$ cat config.mk
export PLATFORM = sky130hd
export DESIGN_NAME = mux_operand_sequencer
export DESIGN_NICKNAME = d
export VERILOG_FILES = /design/src/rtl/mux_operand_sequencer.sv
export SDC_FILE = /design/constraint.sdc
export NUM_CORES = 1
export LEC_CHECK = 0
export ABC_AREA = 0
export ABC_CLOCK_PERIOD_IN_PS = 1500
export CORE_ASPECT_RATIO = 1.5
export CORE_MARGIN = 4
export CORE_UTILIZATION = 40
export DETAILED_ROUTE_END_ITERATION = 8
export DONT_BUFFER_PORTS = 1
export PLACE_DENSITY_LB_ADDON = 0.2
export SLEW_MARGIN = 0
export SYNTH_ARGS = -nofsm -noshare
export SYNTH_HDL_FRONTEND = slang
export SYNTH_SLANG_ARGS = --single-unit
$ cat constraint.sdc
create_clock -name clk -period 1.5 [get_ports clk]
set_input_delay 0.15 -clock clk [delete_from_list [all_inputs] [get_ports clk]]
set_output_delay 0.15 -clock clk [all_outputs]
set_load 0.005 [all_outputs]
$ cat src/rtl/mux_operand_sequencer.sv
// Operand sequencer in front of a 4:1 word mux: gathers four words, then walks
// the select 0..3 for REPEAT passes before returning to collect the next group.
module mux_operand_sequencer #(
    parameter int N      = 32,
    parameter int REPEAT = 1
) (
    input  logic         clk,
    input  logic         rst,
    input  logic         in_valid,
    input  logic [N-1:0] in_data,
    output logic         in_ready,
    input  logic         out_ready,
    output logic         out_valid,
    output logic [1:0]   out_sel,
    output logic [N-1:0] out_d0,
    output logic [N-1:0] out_d1,
    output logic [N-1:0] out_d2,
    output logic [N-1:0] out_d3,
    output logic [7:0]   pass_cnt
);

    typedef enum logic {
        ST_LOAD = 1'b0,
        ST_SCAN = 1'b1
    } state_t;

    localparam logic [7:0] LAST_PASS = 8'(REPEAT - 1);

    state_t         state_q, state_d;
    logic [1:0]     wr_idx_q, wr_idx_d;
    logic [1:0]     sel_q, sel_d;
    logic [7:0]     pass_q, pass_d;
    logic           valid_q, valid_d;
    logic [N-1:0]   slot_q [4];
    logic [N-1:0]   slot_d [4];

    logic           in_ready_s;
    logic           in_hs_s;
    logic           out_hs_s;
    logic           last_out_s;

    // Handshake qualifiers; reset masks input acceptance in the same cycle.
    always_comb begin
        in_ready_s = (state_q == ST_LOAD) & ~rst;
        in_hs_s    = in_valid & in_ready_s;
        out_hs_s   = (state_q == ST_SCAN) & valid_q & out_ready;
        last_out_s = out_hs_s & (sel_q == 2'd3) & (pass_q == LAST_PASS);
    end

    // State register and datapath registers with synchronous reset.
    always_ff @(posedge clk) begin
        if (rst) begin
            state_q  <= ST_LOAD;
            wr_idx_q <= 2'd0;
            sel_q    <= 2'd0;
            pass_q   <= 8'd0;
            valid_q  <= 1'b0;
            for (int i = 0; i < 4; i++) begin
                slot_q[i] <= '0;
            end
        end else begin
            state_q  <= state_d;
            wr_idx_q <= wr_idx_d;
            sel_q    <= sel_d;
            pass_q   <= pass_d;
            valid_q  <= valid_d;
            for (int i = 0; i < 4; i++) begin
                slot_q[i] <= slot_d[i];
            end
        end
    end

    // Next-state logic for the LOAD/SCAN controller.
    always_comb begin
        state_d = state_q;
        case (state_q)
            ST_LOAD: begin
                if (in_hs_s && (wr_idx_q == 2'd3)) begin
                    state_d = ST_SCAN;
                end else begin
                    state_d = ST_LOAD;
                end
            end
            ST_SCAN: begin
                if (last_out_s) begin
                    state_d = ST_LOAD;
                end else begin
                    state_d = ST_SCAN;
                end
            end
            default: begin
                state_d = ST_LOAD;
            end
        endcase
    end

    // Counter and slot updates; slots are only written in LOAD so they stay
    // stable through SCAN and remain visible after returning to LOAD.
    always_comb begin
        wr_idx_d = wr_idx_q;
        sel_d    = sel_q;
        pass_d   = pass_q;
        valid_d  = valid_q;
        slot_d   = slot_q;
        case (state_q)
            ST_LOAD: begin
                if (in_hs_s) begin
                    slot_d[wr_idx_q] = in_data;
                    wr_idx_d         = wr_idx_q + 2'd1;
                    if (wr_idx_q == 2'd3) begin
                        valid_d = 1'b1;
                        sel_d   = 2'd0;
                        pass_d  = 8'd0;
                    end else begin
                        valid_d = 1'b0;
                    end
                end else begin
                    wr_idx_d = wr_idx_q;
                end
            end
            ST_SCAN: begin
                if (!out_hs_s) begin
                    sel_d = sel_q;
                end else if (sel_q != 2'd3) begin
                    sel_d = sel_q + 2'd1;
                end else if (pass_q != LAST_PASS) begin
                    sel_d  = 2'd0;
                    pass_d = pass_q + 8'd1;
                end else begin
                    sel_d   = 2'd0;
                    pass_d  = 8'd0;
                    valid_d = 1'b0;
                end
            end
            default: begin
                valid_d = 1'b0;
            end
        endcase
    end

    // Outputs: in_ready is the only combinational one, the rest are register copies.
    always_comb begin
        in_ready  = in_ready_s;
        out_valid = valid_q;
        out_sel   = sel_q;
        pass_cnt  = pass_q;
        out_d0    = slot_q[0];
        out_d1    = slot_q[1];
        out_d2    = slot_q[2];
        out_d3    = slot_q[3];
    end

endmodule

# Yosys cells after proc, flatten, opt, wreduce, memory -nomap -nowiden
# Cells that the tools add are included.
# word_totals
register_bits	142
output_inout_bits	140
elab_cells	62
# op_classes
addsub	3
magnitude_cmp	2
n_eq_ne	8
mux	23
n_bitwise	9
n_reduce_logical	8
# ops
cell	n
$bwmux 128	1
$demux 32 s2	1
$mux 8	5
$mux 32	1
$pmux 8 s2	1
$add 8x1->8 const B	1
$logic_not 8->1	1
$mux 2	4
$ne 2x2->1 const B	4
$reduce_and 4->1	2
$reduce_bool 8->1	1
$mux 1	7
$and 1x1->1	6
$add 2x1->2 const B	2
$eq 2x2->1 const B	2
$ne 2x1->1 const B	2
$pmux 1 s2	2
$pmux 2 s2	1
$ge 3x3->1 const B	1
$lt 3x1->1 const B	1
$not 2->3	1
$reduce_and 3->1	1
$logic_and 1x1->1	2
$not 1->1	2
$reduce_and 2->1	1

# Longest topological paths before layout
# Gate-level depths: netlist of the first run.
# depth
ltp_word	6
mapped_depth	7
mapped_depth_nobuf	6

# Least setup slack after synthesis of the first run
# No wires, ideal clock.
# synth_timing
path_type	register to register
from	register wr_idx_q[0]
to	register pass_q[4], in the netlist pass_cnt[4]
setup_time_ns	0.125
t_arrival_ns	1.326
t_required_ns	1.375
slack_ns	0.049
path_stages_with_launch	7
path_buffers	1
cell_sequence	dfxtp_1 ha_1 nor4bb_1 buf_4 o2111ai_1 xor2_1 nor2_1
# synth_via
elab_chain_len	3
# synth_lines
item	line_no	rtl
start: declaration	30	logic [1:0] wr_idx_q, wr_idx_d;
start signal: assignment	63	wr_idx_q <= wr_idx_d;
$eq 2x2->1	110	if (wr_idx_q == 2'd3) begin
$ne 2x1->1 (no line)	-	
$reduce_and 4->1 (no line)	-	
end signal: assignment	65	pass_q <= pass_d;
end: declaration	32	logic [7:0] pass_q, pass_d;
# No other way between the ends.
# A chain may end at the register's enable or synchronous reset.

# Worst setup path in the final report of the first run
# layout_timing
from	register sel_q[0], in the netlist out_sel[0]
to	register pass_q[6], in the netlist pass_cnt[6]
# layout_via
elab_chain_len	3
# layout_lines
item	line_no	rtl
start: declaration	31	logic [1:0] sel_q, sel_d;
start signal: assignment	64	sel_q <= sel_d;
$ne 2x2->1	124	end else if (sel_q != 2'd3) begin
$ne 2x2->1 (no line)	-	
$reduce_and 4->1 (no line)	-	
# No other way between the ends.

==> run metrics, run 1 <==
number of buffers created by CTS=17; sw power=1.871 mW; failing checks=hold timing; minimum clock period=1.458 ns; placement-stage cell area=~5500 µm²; crit path cell chain=ha_1, and4_1, buf_4, o211ai_1, xor2_1, nor2_1; distinct cell type count of the synthesized netlist=30; endpoints failing setup=0; CTS sink count=142; area of the multi-input gates=roughly 2100 µm²; clock buffer depth=2; crit-path max cell delay=between 0.3 and 0.4 ns; Buf+Inv Stages, Crit Path=1; share of layout cells above drive strength 1=0.1198; WL per Instance=17.80 µm; Clock Skews=0.005965 ns; Mapped Area=5176 µm²; Sw Ratio=0.2118; DR vias/cell=5.246; cells after synthesis=645; area grow syn2layout=20.18%; drt total wl=14670 µm; Die Span X=100.9 µm; diode count=0; 1st-pass router iterations=4; Clock Latency Late Sink=0.40 ns; Die ar.=roughly 15000 µm²; die height=147.3 µm; clk root buf=clkbuf_16; IO Pins=176; CP endpoint kind=flip-flop; post-route ant nets=0; Leak=2.159 nW; largest net degree at the start of global routing=137; FFs w/ async S/R, synth=0; Relative slew margins=0.7678; sequential element share of the synthesized area=0.5492; synth top area cells=dfxtp_1 (55%), nand2_1 (19%), a21oi_1 (13%), buf_4 (2.0%), clkbuf_1 (1.7%); DRC errors left=0; final hold viol count=approximately 130; first-pass GRT wire length=about 23000 µm; post-synth top area cell=dfxtp_1; status=finished, violations left; hold_sp=rst; CTS tree=yes; core area=12570 µm²; final core utilization=0.4947; DRT iter0 DRCs=162; post-synth top area share=0.5492; Setup crit start=out_sel[0]$_SDFFE_PP0P_; via count=4323; final setup margin=0.04167 ns; CP required=~1.8 ns; Slowest-stage cell, CP=dfxtp_1; combinational power share=0.036; Final Non-Filler Cells=824; cell count after placement=789; f_max=685.7 MHz; crit start category=flip-flop; Post-DP HPWL=10350 µm; Crit Path Category=flip-flop to flip-flop; RR Startpoint=out_sel[0]$_SDFFE_PP0P_; CTS clk-pin slew, worst paths=0.06 ns; PortBufs=0; vias in the first global route=about 4200; fin nets=698; max_cap viols=0; Register Area=roughly 2800 µm²; Overflow after GRT=0; PD cells=between 1000 and 1500 nW/µm²; Fill cells=1201; gr usage total=0.1941; # hold bufs at CTS=1; Slew Viols, Final=0; CTS H-tree lvls=4; fin crit share=0.9722; critical path peak fanout=4; slew at the pin closest to its max-slew limit=0.3482 ns; hold crit path type=input port to flip-flop; prevailing post-synth register cell=dfxtp_1; CP top delay family=flip-flops; FF+latch count, synth=142; Avg Inst Size Synth=~8 µm²; unrepaired setup endpoints after global routing=true; number of synthesized flops with an enable pin=0; most numerous cell in the Yosys netlist=nand2_1; Starting Density=0.4116; Seq pwr share=0.447; clock share of power=0.517; Synth Warn #=0; pre-CTS setup slack=-0.04061 ns; Final GP Congestion=0.7686; Post-synth top cells=nand2_1 (261), dfxtp_1 (142), a21oi_1 (131); final instance area=~6200 µm²; initial antenna violation count=0; Syn Nets=688; TNS Setup=0 ns; # rows=50; Hold WS=-0.1858 ns; Total Power=8.835 mW; crit path DAT=1.74 ns; Internal Pwr Total=6.964 mW; maximum vdd drop=689.3 µV
[final timing paths]
path	slack (ns)	cells past startpoint	endpoint
setup / recovery	0.04	6	pass_cnt[6]$_SDFFE_PP0P_
hold / removal	-0.19	1	out_d1[27]$_SDFFE_PP0P_
setup reg to reg	0.04	6	pass_cnt[6]$_SDFFE_PP0P_
hold reg to reg	0.47	2	out_d2[10]$_SDFFE_PP0P_
[cells by family after synthesis]
family,Yosys count,share of synthesized area
buffers and inverters,51,0.05028
adders and majority gates,7,0.01692
and+or+nand+nor,295,0.2260
AOI/OAI and AO/OA,142,0.1441
DFF,142,0.5492
xor gates and xnor gates,8,0.01354
[worst reg2reg max path, delay by kind of cell, from the launching register on]
kind,cells,cell delay [ns]
compound gates,1,0.22
xor+xnor,1,0.17
fa+ha+maj,1,0.23
buf+inv,1,0.15
flops,1,0.31
simple gates,2,0.26
[flip-flops by register name, summed over array words and instances, names as in the netlist]
signal / cells
wr_idx_q: 2
out_d2: 32
out_sel: 2
out_valid: 1
state_q: 1
out_d0: 32
pass_cnt: 8
out_d1: 32
out_d3: 32
[power by group through the flow]
stage | registers, mW | clock network, mW | logic, mW
after floorplan | 4.00 | 0 | 0.270
after global placement | 4.03 | 0 | 0.293
after detailed placement | 4.03 | 0 | 0.304
after CTS | 3.95 | 4.64 | 0.309
after global routing | 3.96 | 4.83 | 0.361
final | 3.95 | 4.57 | 0.317
[per-layer routing]
metal  wire length (µm)  vias to the layer above  part of all wire  global-route usage
li1                   -                     2111                 -                   -
met1               5327                     2005              0.36              0.2104
met2               7576                      179              0.52              0.3348
met3               1310                       28             0.089             0.06841
met4                454                        0             0.031             0.08564
met5                  0                        -                 0                   0
[cell usage in the layout, fill, tap and decap left out, types with 3 or more instances in the layout]
cell	instances
nand2_1	261
buf_4	26
nand3_1	5
a21oi_1	131
clkinvlp_4	3
dfxtp_2	3
clkbuf_16	17
clkinv_4	3
bufinv_16	5
ha_1	6
xnor2_1	5
inv_1	5
xor2_1	3
buf_12	7
nor2_1	14
dfxtp_1	139
[timing repair]
item | 4_1_cts | 5_1_grt
pin swaps | 1 | 2
endpoints found under the hold margin | 134 | 132
endpoints found under the setup margin | 30 | 79
buffers inserted | 0 | 1
gates resized for setup | 1 | 15
cloned | 0 | 1
[layout make-up]
cell class                 count  share of cell area
clock buffer                  19             0.06959
sequential                   142              0.4576
clock inverter                13             0.03419
timing repair buffer          37             0.06154
tap                          156             0.03138
multi-input combinational    452              0.3427
inverter                       5            0.003017
Power figures use the tool's default switching activity.
==> inputs of run 2 (changes only) <==
--- a/config.mk
+++ b/config.mk
@@ -17,3 +17,4 @@
 export SYNTH_ARGS = -nofsm -noshare
 export SYNTH_HDL_FRONTEND = slang
 export SYNTH_SLANG_ARGS = --single-unit
+export TNS_END_PERCENT = 20
==> run metrics, run 2 (synthesized netlist as in run 1, its figures left out) <==
1st-pass router iterations=4 (unchanged); DR vias/cell=5.248 (was 5.246); reg2reg setup slack=0.04 ns (about the same); gr usage total=0.1941 (unchanged); minimum clock period=1.458 ns (about the same); vias in the first global route=4156 (unchanged); CTS sink count=142 (unchanged); Clock Skews=0.005965 ns (unchanged); Slowest-stage cell, CP=dfxtp_1 (unchanged); DRC errors left=0 (unchanged); DRT iter0 DRCs=162 (unchanged); # rows=50 (unchanged); CP endpoint kind=flip-flop (unchanged); Hold Path Cell Cnt=1 (unchanged); initial antenna violation count=0 (unchanged); final setup margin=0.04167 ns (about the same); CP required=1.78 ns (about the same); f_max=685.7 MHz (about the same); via count=4324 (was 4323); Crit Path Category=flip-flop to flip-flop (unchanged); Reg2Reg Depth=6 (unchanged); drt total wl=14670 µm (about the same); clk root buf=clkbuf_16 (unchanged); clock buffer depth=2 (unchanged); hold crit path type=input port to flip-flop (unchanged); Final GP Congestion=0.7686 (unchanged); most frequent cells in the layout=nand2_1 (261), dfxtp_1 (139), a21oi_1 (131), buf_4 (27), clkbuf_16 (17) (was nand2_1 (261), dfxtp_1 (139), a21oi_1 (131), buf_4 (26), clkbuf_16 (17)); PD cells=1421 nW/µm² (was 1420 nW/µm²); core area=12570 µm² (unchanged); crit-path max cell delay=0.31 ns (about the same); share of layout cells above drive strength 1=0.1198 (unchanged); # hold bufs at CTS=1 (unchanged); failing checks=hold timing (unchanged); max_cap viols=0 (unchanged); hold_sp=rst (unchanged); unrepaired setup endpoints after global routing=true (unchanged); CTS clk-pin slew, worst paths=0.06 ns (about the same); RR Startpoint=out_sel[0]$_SDFFE_PP0P_ (unchanged); WL per Instance=17.80 µm (about the same); IO Pins=176 (unchanged); Die ar.=14860 µm² (unchanged); Die Span X=100.9 µm (unchanged); hold worst-path end=out_d1[27]$_SDFFE_PP0P_ (unchanged); crit path DAT=1.74 ns (about the same); Final Non-Filler Cells=824 (unchanged); Slew Viols, Final=0 (unchanged); cell count after placement=789 (unchanged); endpoints failing setup=0 (unchanged); reg2reg end=pass_cnt[6]$_SDFFE_PP0P_ (unchanged); crit path cell chain=ha_1, and4_1, buf_4, o211ai_1, xor2_1, nor2_1 (unchanged); fin crit share=0.9722 (about the same); Relative slew margins=0.7678 (unchanged); first-pass GRT wire length=22650 µm (unchanged); PortBufs=0 (unchanged); Clock Latency Late Sink=0.40 ns (about the same); area grow syn2layout=20.11% (was 20.18%); final hold viol count=132 (unchanged); status=finished, violations left (unchanged); slew at the pin closest to its max-slew limit=0.3482 ns (unchanged); post-route ant nets=0 (unchanged); die height=147.3 µm (unchanged); Overflow after GRT=0 (unchanged); crit start category=flip-flop (unchanged); CTS tree=yes (unchanged); CTS H-tree lvls=4 (unchanged); diode count=0 (unchanged); critical path peak fanout=4 (unchanged); Starting Density=0.4116 (unchanged); Hold WS=-0.1858 ns (about the same); Post-DP HPWL=10350 µm (unchanged); pre-CTS setup slack=-0.04061 ns (unchanged); largest net degree at the start of global routing=137 (unchanged); Fill cells=1200 (was 1201); number of buffers created by CTS=17 (unchanged); commonest non-fill, non-tap cell in the layout=nand2_1 (unchanged); Leak=2.158 nW (was 2.159 nW); maximum vdd drop=689.3 µV (about the same); fin nets=698 (unchanged)
[run 2: cell types whose count changed in the layout (fill, tap and decap cells not counted)]
cell,previous run,this run
buf_6,2,1
buf_4,26,27
[run 2: metal layers]
| layer | vias to the layer above | GRT usage | routed length [µm] |
|---|---|---|---|
| li1 | 2111 | - | - |
| met5 | - | 0 | 0 |
| met4 | 0 | 0.08564 | 454 |
| met2 | 181 | 0.3348 | 7577 |
| met1 | 2004 | 0.2104 | 5322 |
| met3 | 28 | 0.06841 | 1316 |
[run 2: repair_timing]
item	4_1_cts	5_1_grt
pin swaps	1	2
setup buffers	0	1
hold endpoints to repair	134	132
endpoints found under the setup margin	30	79
resized for setup	1	14
gates cloned	0	1
[run 2: worst max-delay path: cells and delay by family, from the launching register on]
kind | cells | cell delay, ns
fa+ha+maj | 1 | 0.23
simple gates | 2 | 0.26
buf+inv | 1 | 0.15
flops | 1 | 0.31
xor+xnor | 1 | 0.17
compound gates | 1 | 0.22
[run 2: area by class of cell]
| cell class | instances | area (µm²) | share of cell area |
|---|---|---|---|
| Sequential cell | 142 | 2846 | 0.4578 |
| Multi-Input combinational cell | 452 | 2132 | 0.3429 |
| Clock buffer | 19 | 432.9 | 0.06963 |
| Timing Repair Buffer | 37 | 379.1 | 0.06098 |
| Clock inverter | 13 | 212.7 | 0.03421 |
| Tap cell | 156 | 195.2 | 0.03139 |
| Inverter | 5 | 18.77 | 0.003019 |
[run 2: worst max path at each step]
stage / cells after the start / slack [ns] / start / end
floorplan: 6 / 0.05 / wr_idx_q[0]$_SDFFE_PP0P_ / pass_cnt[4]$_SDFFE_PP0P_
global placement: 6 / 0.02 / wr_idx_q[0]$_SDFFE_PP0P_ / pass_cnt[4]$_SDFFE_PP0P_
detailed placement: 6 / -0.04 / wr_idx_q[1]$_SDFFE_PP0P_ / pass_cnt[4]$_SDFFE_PP0P_
CTS: 4 / 0.003 / state_q$_SDFF_PP0_ / pass_cnt[5]$_SDFFE_PP0P_
global route: 7 / -0.03 / wr_idx_q[1]$_SDFFE_PP0P_ / out_d1[0]$_SDFFE_PP0P_
finish: 6 / 0.04 / out_sel[0]$_SDFFE_PP0P_ / pass_cnt[6]$_SDFFE_PP0P_
[run 2: report_power, final]
group | switching, mW | internal (mW) | leakage (nW)
clock network | 1.60 | 2.96 | 0.304
registers | 0.0855 | 3.87 | 1.15
logic | 0.182 | 0.135 | 0.705
[run 2: through the flow]
step,total power [mW],hold slack [ns],instance area (µm²),utilization,TNS [ns]
CTS,8.905,-0.2003,6160,0.4899,0
global placement,4.324,0.2325,5493,0.4368,0
global route,9.154,-0.2022,6217,0.4944,-0.2412
detailed placement,4.338,0.2316,5493,0.4368,-0.4327
finish,8.835,-0.1858,6217,0.4944,0
floorplan,4.271,0.2860,5176,-,0
